## src/rtl/noise_pkg.sv

```systemverilog
// Shared definitions for the programmable noise channel.
// NF encodings, period constants, tap presets and the FB bit index.
`timescale 1ns/1ps
package noise_pkg;

  typedef enum logic [1:0] {
    NF_32    = 2'b00,
    NF_64    = 2'b01,
    NF_128   = 2'b10,
    NF_TONE3 = 2'b11
  } nf_e;

  localparam int PERIOD_32  = 32;
  localparam int PERIOD_64  = 64;
  localparam int PERIOD_128 = 128;

  // Tap presets and their matching lengths.
  localparam logic [15:0] TAPS_BBC   = 16'h0003;
  localparam logic [15:0] TAPS_SMS   = 16'h0009;
  localparam logic [15:0] TAPS_TANDY = 16'h0011;
  localparam int LEN_BBC   = 15;
  localparam int LEN_SMS   = 16;
  localparam int LEN_TANDY = 15;

  // ctrl = {FB, NF1, NF0}
  localparam int FB_BIT = 2;

  // Internal period in clk_en ticks; 0 for the external source.
  function automatic int unsigned nf_period(nf_e nf);
    unique case (nf)
      NF_32:   return PERIOD_32;
      NF_64:   return PERIOD_64;
      NF_128:  return PERIOD_128;
      default: return 0;
    endcase
  endfunction

endpackage

```

## src/rtl/noise_lfsr_gen_period_counter.sv

```systemverilog
// Period counter: raises shift_tick on each LFSR shift condition.
// In: clk, reset, clk_en, nf, tone3_edge. Out: shift_tick.
`timescale 1ns/1ps
module noise_period_counter
  import noise_pkg::*;
#(
  parameter int COUNTER_BITS = 7
) (
  input  logic clk,
  input  logic reset,
  input  logic clk_en,
  input  nf_e  nf,
  input  logic tone3_edge,
  output logic shift_tick
);

  logic [COUNTER_BITS-1:0] cnt_q;
  logic [COUNTER_BITS-1:0] cnt_d;

  // A new period is only loaded when the running count hits
  // zero, so an NF change lets the count in flight finish.
  always_comb begin
    cnt_d      = cnt_q;
    shift_tick = 1'b0;
    if (nf == NF_TONE3) begin
      cnt_d      = '0;
      shift_tick = tone3_edge;
    end else if (clk_en) begin
      if (cnt_q == '0) begin
        cnt_d      = COUNTER_BITS'(nf_period(nf) - 1);
        shift_tick = 1'b1;
      end else begin
        cnt_d = cnt_q - 1'b1;
      end
    end
  end

  always_ff @(posedge clk) begin
    if (reset) cnt_q <= '0;
    else       cnt_q <= cnt_d;
  end

endmodule

```

## src/rtl/noise_lfsr_gen.sv

```systemverilog
// Programmable-length/tap noise LFSR with control latch and guard.
// In: clk, reset, clk_en, tone3_edge, ctrl_we/data, cfg_len/taps.
// Out: out (lfsr[0]), shift_strobe (shift this cycle).
`timescale 1ns/1ps
module noise_lfsr_gen
  import noise_pkg::*;
#(
  parameter int LFSR_BITS    = 16,
  parameter int COUNTER_BITS = 7,
  parameter int DEFAULT_LEN  = 15,
  parameter logic [LFSR_BITS-1:0] DEFAULT_TAPS = 16'h0003
) (
  input  logic                 clk,
  input  logic                 reset,
  input  logic                 clk_en,
  input  logic                 tone3_edge,
  input  logic                 ctrl_we,
  input  logic [2:0]           ctrl_data,
  input  logic [4:0]           cfg_len,
  input  logic [LFSR_BITS-1:0] cfg_taps,
  output logic                 out,
  output logic                 shift_strobe
);

  function automatic logic [4:0] clamp_len(logic [4:0] l);
    if (l < 5'd2 || int'(l) > LFSR_BITS)
      return 5'(LFSR_BITS);
    return l;
  endfunction

  function automatic logic [LFSR_BITS-1:0] seed_of(
    logic [4:0] l
  );
    logic [LFSR_BITS-1:0] one;
    one = {{(LFSR_BITS-1){1'b0}}, 1'b1};
    return one << (l - 5'd1);
  endfunction

  logic [2:0]           ctrl_q, ctrl_d;
  logic [4:0]           len_q, len_d;
  logic [LFSR_BITS-1:0] taps_q, taps_d;
  logic [LFSR_BITS-1:0] lfsr_q, lfsr_d;
  logic [LFSR_BITS-1:0] shifted;
  logic [LFSR_BITS-1:0] nxt;
  logic                 fb;
  logic                 shift_tick;
  logic                 step;
  nf_e                  nf;

  assign nf = nf_e'(ctrl_q[1:0]);

  noise_period_counter #(
    .COUNTER_BITS(COUNTER_BITS)
  ) u_cnt (
    .clk       (clk),
    .reset     (reset),
    .clk_en    (clk_en),
    .nf        (nf),
    .tone3_edge(tone3_edge),
    .shift_tick(shift_tick)
  );

  always_comb begin
    fb = ctrl_q[FB_BIT] ? ^(lfsr_q & taps_q)
                        : lfsr_q[0];
    shifted = lfsr_q >> 1;
    nxt     = '0;
    for (int i = 0; i < LFSR_BITS; i++) begin
      if (i < int'(len_q) - 1)
        nxt[i] = shifted[i];
      else if (i == int'(len_q) - 1)
        nxt[i] = fb;
    end
  end

  // A control write wins over a shift in the same cycle.
  assign step = shift_tick && !ctrl_we;

  always_comb begin
    ctrl_d = ctrl_q;
    len_d  = len_q;
    taps_d = taps_q;
    lfsr_d = lfsr_q;
    if (ctrl_we) begin
      ctrl_d = ctrl_data;
      len_d  = clamp_len(cfg_len);
      taps_d = cfg_taps;
      lfsr_d = seed_of(clamp_len(cfg_len));
    end else if (step) begin
      // Never let the register fall into the dead all-zero state.
      lfsr_d = (nxt == '0) ? seed_of(len_q) : nxt;
    end
  end

  always_ff @(posedge clk) begin
    if (reset) begin
      ctrl_q <= 3'b000;
      len_q  <= 5'(DEFAULT_LEN);
      taps_q <= DEFAULT_TAPS;
      lfsr_q <= seed_of(5'(DEFAULT_LEN));
    end else begin
      ctrl_q <= ctrl_d;
      len_q  <= len_d;
      taps_q <= taps_d;
      lfsr_q <= lfsr_d;
    end
  end

  assign out          = lfsr_q[0];
  assign shift_strobe = step && !reset;

endmodule

```

## config.mk

```make
export PLATFORM = sky130hd
export DESIGN_NAME = noise_lfsr_gen
export DESIGN_NICKNAME = d
export VERILOG_FILES = /design/src/rtl/noise_pkg.sv /design/src/rtl/noise_lfsr_gen_period_counter.sv /design/src/rtl/noise_lfsr_gen.sv
export SDC_FILE = /design/constraint.sdc
export NUM_CORES = 1
export LEC_CHECK = 0
export ABC_CLOCK_PERIOD_IN_PS = 4100
export BUFFER_PORTS_ARGS = -buffer_cell sky130_fd_sc_hd__buf_2
export CAP_MARGIN = 20
export CORE_ASPECT_RATIO = 1.75
export CORE_MARGIN = 3
export CORE_UTILIZATION = 60
export CTS_BUF_LIST = sky130_fd_sc_hd__clkbuf_4 sky130_fd_sc_hd__clkbuf_8 sky130_fd_sc_hd__clkbuf_16
export DETAILED_ROUTE_END_ITERATION = 8
export GPL_TIMING_DRIVEN = 0
export MAX_ROUTING_LAYER = met4
export PLACE_DENSITY_LB_ADDON = 0.05
export SLEW_MARGIN = 0
export SYNTH_ARGS = -nofsm -noshare
export SYNTH_HDL_FRONTEND = slang
export SYNTH_HIERARCHICAL = 1
export SYNTH_SLANG_ARGS = --single-unit
```

## constraint.sdc

```tcl
create_clock -name clk -period 4.1 [get_ports clk]
set_clock_uncertainty 0.1 [all_clocks]
set_input_delay 0.615 -clock clk [delete_from_list [all_inputs] [get_ports clk]]
set_output_delay 0.615 -clock clk [all_outputs]
set_load 0.02 [all_outputs]
```

# Word level (Yosys, flattened, before mapping)
# Cells that the tools add are included.
[totals]
reg_bits = 47
output_inout_bits = 2
[op_classes]
addsub = 5
n_lt_le_gt_ge = 18
n_eq_ne = 18
shift = 2
mux = 49
bitwise = 1
n_reduce_logical = 12
[ops]
columns = ["operator", "n"]
rows = [
  ["5-bit by 6-bit == test with 1-bit output (first input constant)", 8],
  ["5-bit by 6-bit < comparator with 1-bit output (first input constant)", 8],
  ["16-bit 2-to-1 mux", 3],
  ["1-bit 2-to-1 mux", 38],
  ["32-bit logical NOT", 1],
  ["1-bit by 5-bit << shifter with 16-bit output (first input constant)", 2],
  ["7-bit 2-to-1 mux", 4],
  ["4-bit by 6-bit == test with 1-bit output (first input constant)", 4],
  ["4-bit by 6-bit < comparator with 1-bit output (first input constant)", 4],
  ["7-bit case mux with 3 select lines", 1],
  ["16-bit bitwise AND", 1],
  ["16-bit logical NOT", 1],
  ["16-bit XOR reduction", 1],
  ["5-bit 2-to-1 mux", 3],
  ["7-bit by 1-bit subtractor with 7-bit output (second input constant)", 2],
  ["3-bit by 6-bit == test with 1-bit output (first input constant)", 2],
  ["3-bit by 6-bit < comparator with 1-bit output (first input constant)", 2],
  ["5-bit by 1-bit subtractor with 5-bit output (second input constant)", 2],
  ["7-bit logical NOT", 1],
  ["2-bit by 6-bit == test with 1-bit output (first input constant)", 1],
  ["1-bit by 6-bit < comparator with 1-bit output (first input constant)", 1],
  ["2-bit by 6-bit < comparator with 1-bit output (first input constant)", 1],
  ["5-bit by 1-bit subtractor with 6-bit output (second input constant)", 1],
  ["5-bit > comparator (second input constant)", 1],
  ["9 further kinds", 12],
]

# Depth between registers and ports, before layout
[logic_depth]
ltp_word = 9
depth_mapped = 15

# Cells and area by module
# The synthesis kept the hierarchy.
[modules_own_cells]
columns = ["module", "n_inst", "cells_per_inst", "area_per_inst_um2"]
rows = [
  ["noise_lfsr_gen", 1, 389, 2967.8],
  ["noise_period_counter", 1, 44, 379.1],
]

# Least setup slack after synthesis
# No wires, ideal clock.
[synth_path]
path_kind = "reg2reg"
startpoint = "reg len_q[0]"
endpoint = "reg lfsr_q[13]"
setup_ps = 96
t_arrival_ps = 3345
path_slack_ps = 559
stages_incl_launch_ff = 15
n_path_buf = 3
synth_period_minus_slack_ps = 3541
cell_sequence = "dfxtp_1 > buf_2 > inv_1 > ha_1 > buf_2 > nand3b_1 > nor2_1 > or3_1 > buf_4 > a32oi_1 > o21ai_0 > a2111oi_2 > nand4_2 > or3_4 > o41ai_2"
[synth_via]
elab_chain_len = 8
elab_cells_between_ends = 71
classes_between = "add/sub: 2; order compare: 16; eq/ne: 15; shift: 1; mux: 35; reduce/logical: 2"
[synth_rtl]
columns = ["item", "line", "rtl"]
rows = [
  ["from (decl)", "noise_lfsr_gen.sv:40", "logic [4:0] len_q, len_d;"],
  ["from (signal assigned)", "noise_lfsr_gen.sv:98", "len_q <= 5'(DEFAULT_LEN);"],
  ["from (signal assigned)", "noise_lfsr_gen.sv:103", "len_q <= len_d;"],
  ["parallel branches: the longest is 5 deep, another holds 5-bit by 1-bit subtractor with 6-bit output", "--", ""],
  ["16-bit 2-to-1 mux *", "noise_lfsr_gen.sv:91", "lfsr_d = (nxt == '0) ? seed_of(len_q) : nxt;"],
  ["16-bit 2-to-1 mux *", "noise_lfsr_gen.sv:89", "end else if (step) begin"],
  ["16-bit 2-to-1 mux *", "noise_lfsr_gen.sv:84", "if (ctrl_we) begin"],
  ["to (signal assigned)", "noise_lfsr_gen.sv:100", "lfsr_q <= seed_of(5'(DEFAULT_LEN));"],
  ["to (signal assigned)", "noise_lfsr_gen.sv:105", "lfsr_q <= lfsr_d;"],
  ["to (decl)", "noise_lfsr_gen.sv:42", "logic [LFSR_BITS-1:0] lfsr_q, lfsr_d;"],
]
# Mark *: on every way between the ends. The select of a mux whose other input is x is not followed.
# A chain may end at the register's enable or synchronous reset.

# Final worst setup path
# Same ends and word-level chain as after synthesis.

==> impl_results.md <==
* Outcome: complete, no violations
* Worst setup path endpoint: lfsr_q[13]
* Leading cell types by count after synthesis: sky130_fd_sc_hd__nor2_1 (52), sky130_fd_sc_hd__nand2_1 (49), sky130_fd_sc_hd__dfxtp_1 (47), sky130_fd_sc_hd__o21ai_0 (25), sky130_fd_sc_hd__mux2i_1 (21)
* Type of the worst min-delay path: flop to flop
* Via count of the first global-routing pass at 3709
* Clk root buf: sky130_fd_sc_hd__clkbuf_8
* R2R depth at 15
* Total clock buffers created by CTS at 5
* Kind of start point of the critical path: flop
* Maximum frequency from static timing analysis at 253 MHz
* Final number of hold-violating endpoints at 0
* FFs w/ async S/R, synth at 0%
* Startpoint of the most critical setup path: len_q[0]
* Global Route met1 Usage at 35.1%
* Number of cells on the critical path at 15
* Drt wl/cell at 21.3 um
* Die extent in y at 105 um
* Syn Std Cell Area at 0.00335 sq mm
* IO Port Bufs at 27
* Number of violations of the max-capacitance limit at 0
* Number of max-slew violations in the final report at 0
* Worst Hold Path Cells at 2
* Final worst setup slack at 146 ps
* Start-to-end type of the worst setup path: flop to flop
* Met2 Usage GRT at 63.6%
* EDFF count, synth at 0
* Power density over the cells at 308 mW/mm^2
* Seq/Total Area, Yosys at 28.1%
* Nets at 509
* GRT Resource Usage Total at 37.0%
* Cells traversed along the worst timing path: buf_6, clkinvlp_4, ha_2, clkbuf_4, o21bai_1, a21oi_2, or3_4, buf_4, o211ai_1, nor3_2, o31ai_1, a2111oi_2, nand4_2, or3_4, o41ai_2
* Syn Inst Count at 433
* Full die area at 0.00655 sq mm
* Reg2Reg Setup Slack at 150 ps
* Antenna Nets Post-Route at 0
* Count of unresolved DRC violations after routing at 0
* Top FF cell, synth: sky130_fd_sc_hd__dfxtp_1
* Congestion Overflow GR at 0
* Worst-path fanout max at 10
* Largest stage delay on the critical path at 430 ps
* Yosys cell types at 73
* Arrival time of data at the critical path endpoint at 4050 ps
* Slowest CP cell: sky130_fd_sc_hd__or3_4
* Post-Route WL at 11.7 mm
* Number of top-level design ports at 31
* Horizontal extent of the die at 62.5 um
* Final cycle utilization of the critical path at 96.4%
* Cell types occupying the most area after synthesis: sky130_fd_sc_hd__dfxtp_1 (28%), sky130_fd_sc_hd__mux2i_1 (6.3%), sky130_fd_sc_hd__nor2_1 (5.8%)
* Number of diodes added for antenna fixing at 0
* Syn nets at 470
* Overall via count from detail_route at 3705
* Placement-stage worst setup slack at -441 ps
* CTS H-tree depth at 2
* Starting density of the core at 62.6%
* Per-instance average area after synthesis at 7.73 sq um
* #FFs+latches synth at 47
* Synth Warn # at 6
* Clock slew seen by the registers of the worst setup and hold paths at 100 ps
* Antenna violations before repair at 0
* Detailed router's first-iteration violation count at 435
* M3 GR Usage at 6.88%
* Largest area contributor in the synthesized netlist: sky130_fd_sc_hd__dfxtp_1
* Total leakage power at 1.41 nW
* Clock Tree Buf Depth at 2
* Layout overhead on the synthesized area at 13.0%
* Data required time of the critical path at 4200 ps
* Clock tree from TritonCTS: done
* Most numerous cell in the Yosys netlist: sky130_fd_sc_hd__nor2_1
* Utilization after layout at 70.8%
* Busiest metal layer after global routing: met2
* Clk_lat worst skew at 310 ps
* Relative max-transition margin at 44.1%
* First-pass GRT wire length at 18.4 mm
* Largest net degree at the start of global routing at 15
* Final worst path period need at 3950 ps
* RePlAce Congestion at 1.02
* Most common cell on crit path: sky130_fd_sc_hd__or3_4
* Maximum vdd ir drop at 0.000323 V
* Setup violators final at 0
* Buffering stage count on the worst path with inverters included at 4
* Kind of capture point of the worst setup path: flop
* Sum of internal, switching and leakage power at 1.16 mW
* Critical register-to-register path endpoint: lfsr_q[13]
* Fraction of final layout cells sized beyond drive strength 1 at 15.6%
* Core Box Area at 0.00534 sq mm
* R2r startpoint: len_q[0]
* Dominant delay contributor by cell family on the critical path: compound AO/OA/AOI/OAI gates
* Hold buffer count at cts at 0
* Detailed placer's ending HPWL at 9.01 mm
* Area share of the largest cell type after synthesis at 28.1%
* Drt pass-1 iters at 5
* Number of clock sinks at 47
* Per-cell via count in the routed design at 6.77
* Row count at 35
* Slew at the pin with the worst max-slew slack at 829 ps
report_power, final:
group          switching [mW]  internal [mW]
clock network           0.165          0.154
registers              0.0315          0.485
logic                   0.206          0.123
stage by stage:
stage	instance area, sq um	TNS [ps]	instances	hold WS [ps]
floorplan	3350	0	433	341
global placement	3570	-4370	534	361
detailed placement	3570	-4530	534	373
CTS	3710	0	544	390
global route	3780	-26.3	547	434
finish	3780	0	547	389
worst reg2reg max path: stages, from the launching register on:
cell	delay (ps)
sky130_fd_sc_hd__dfxtp_2	400
sky130_fd_sc_hd__buf_6	170
sky130_fd_sc_hd__clkinvlp_4	160
sky130_fd_sc_hd__ha_2	250
sky130_fd_sc_hd__clkbuf_4	190
sky130_fd_sc_hd__o21bai_1	180
sky130_fd_sc_hd__a21oi_2	270
sky130_fd_sc_hd__or3_4	200
sky130_fd_sc_hd__buf_4	170
sky130_fd_sc_hd__o211ai_1	210
sky130_fd_sc_hd__nor3_2	150
sky130_fd_sc_hd__o31ai_1	120
sky130_fd_sc_hd__a2111oi_2	320
sky130_fd_sc_hd__nand4_2	210
sky130_fd_sc_hd__or3_4	430
sky130_fd_sc_hd__o41ai_2	290
logic make-up (layout without fill, tap and decap cells):
logic type,Yosys count,after routing,share of synthesized area [%]
muxes,23,23,7.29
and+or+nand+nor,184,184,27.8
DFF,47,47,28.1
adders and majority gates,8,8,2.99
AOI/OAI and AO/OA,113,113,23.7
xor gates and xnor gates,19,19,4.97
buffers and inverters,39,79,5.12
cells in the final DEF (no fill, tap or decap), types with 9 or more instances in the layout:
| cell type | count |
|---|---|
| sky130_fd_sc_hd__a21oi_1 | 19 |
| sky130_fd_sc_hd__buf_2 | 30 |
| sky130_fd_sc_hd__clkbuf_1 | 13 |
| sky130_fd_sc_hd__dfxtp_1 | 46 |
| sky130_fd_sc_hd__inv_1 | 11 |
| sky130_fd_sc_hd__mux2i_1 | 21 |
| sky130_fd_sc_hd__nand2_1 | 49 |
| sky130_fd_sc_hd__nand3_1 | 17 |
| sky130_fd_sc_hd__nor2_1 | 51 |
| sky130_fd_sc_hd__nor2b_1 | 9 |
| sky130_fd_sc_hd__nor3_1 | 12 |
| sky130_fd_sc_hd__o21ai_0 | 23 |
| sky130_fd_sc_hd__xnor2_1 | 14 |
state kept, by name, indices dropped and copies added (netlist names):
signal / cells
ctrl_q: 3
taps_q: 16
len_q: 5
lfsr_q: 16
u_cnt/cnt_q: 7
worst min path at each step:
stage / startpoint / endpoint
after detailed placement: taps_q[0] / taps_q[0]
final: taps_q[0] / taps_q[0]
after global placement: taps_q[0] / taps_q[0]
after CTS: taps_q[0] / taps_q[0]
after global routing: taps_q[0] / taps_q[0]
after floorplan: taps_q[0] / taps_q[0]
area by class of cell:
cell class | instances | area (sq um)
Fill cell | 429 | 1560
Sequential cell | 47 | 942
Buffer | 24 | 124
Clock inverter | 1 | 7.51
Inverter | 14 | 56.3
Timing Repair Buffer | 33 | 193
Clock buffer | 7 | 96.3
Tap cell | 74 | 92.6
Multi-Input combinational cell | 347 | 2270
metal layers:
metal  vias to the layer above  part of all wire, %  wire length [um]
met2                       244                   49              5710
met5                         -                    0                 0
met4                         0                   10              1170
li1                       1660                    -                 -
met3                       108                  7.1               834
met1                      1693                   34              3970
repair_timing:
action	in CTS	in global routing
endpoints found under the setup margin	16	15
setup buffers	3	3
resized for setup	5	10
pin swaps	2	3
Power figures use the tool's default switching activity.
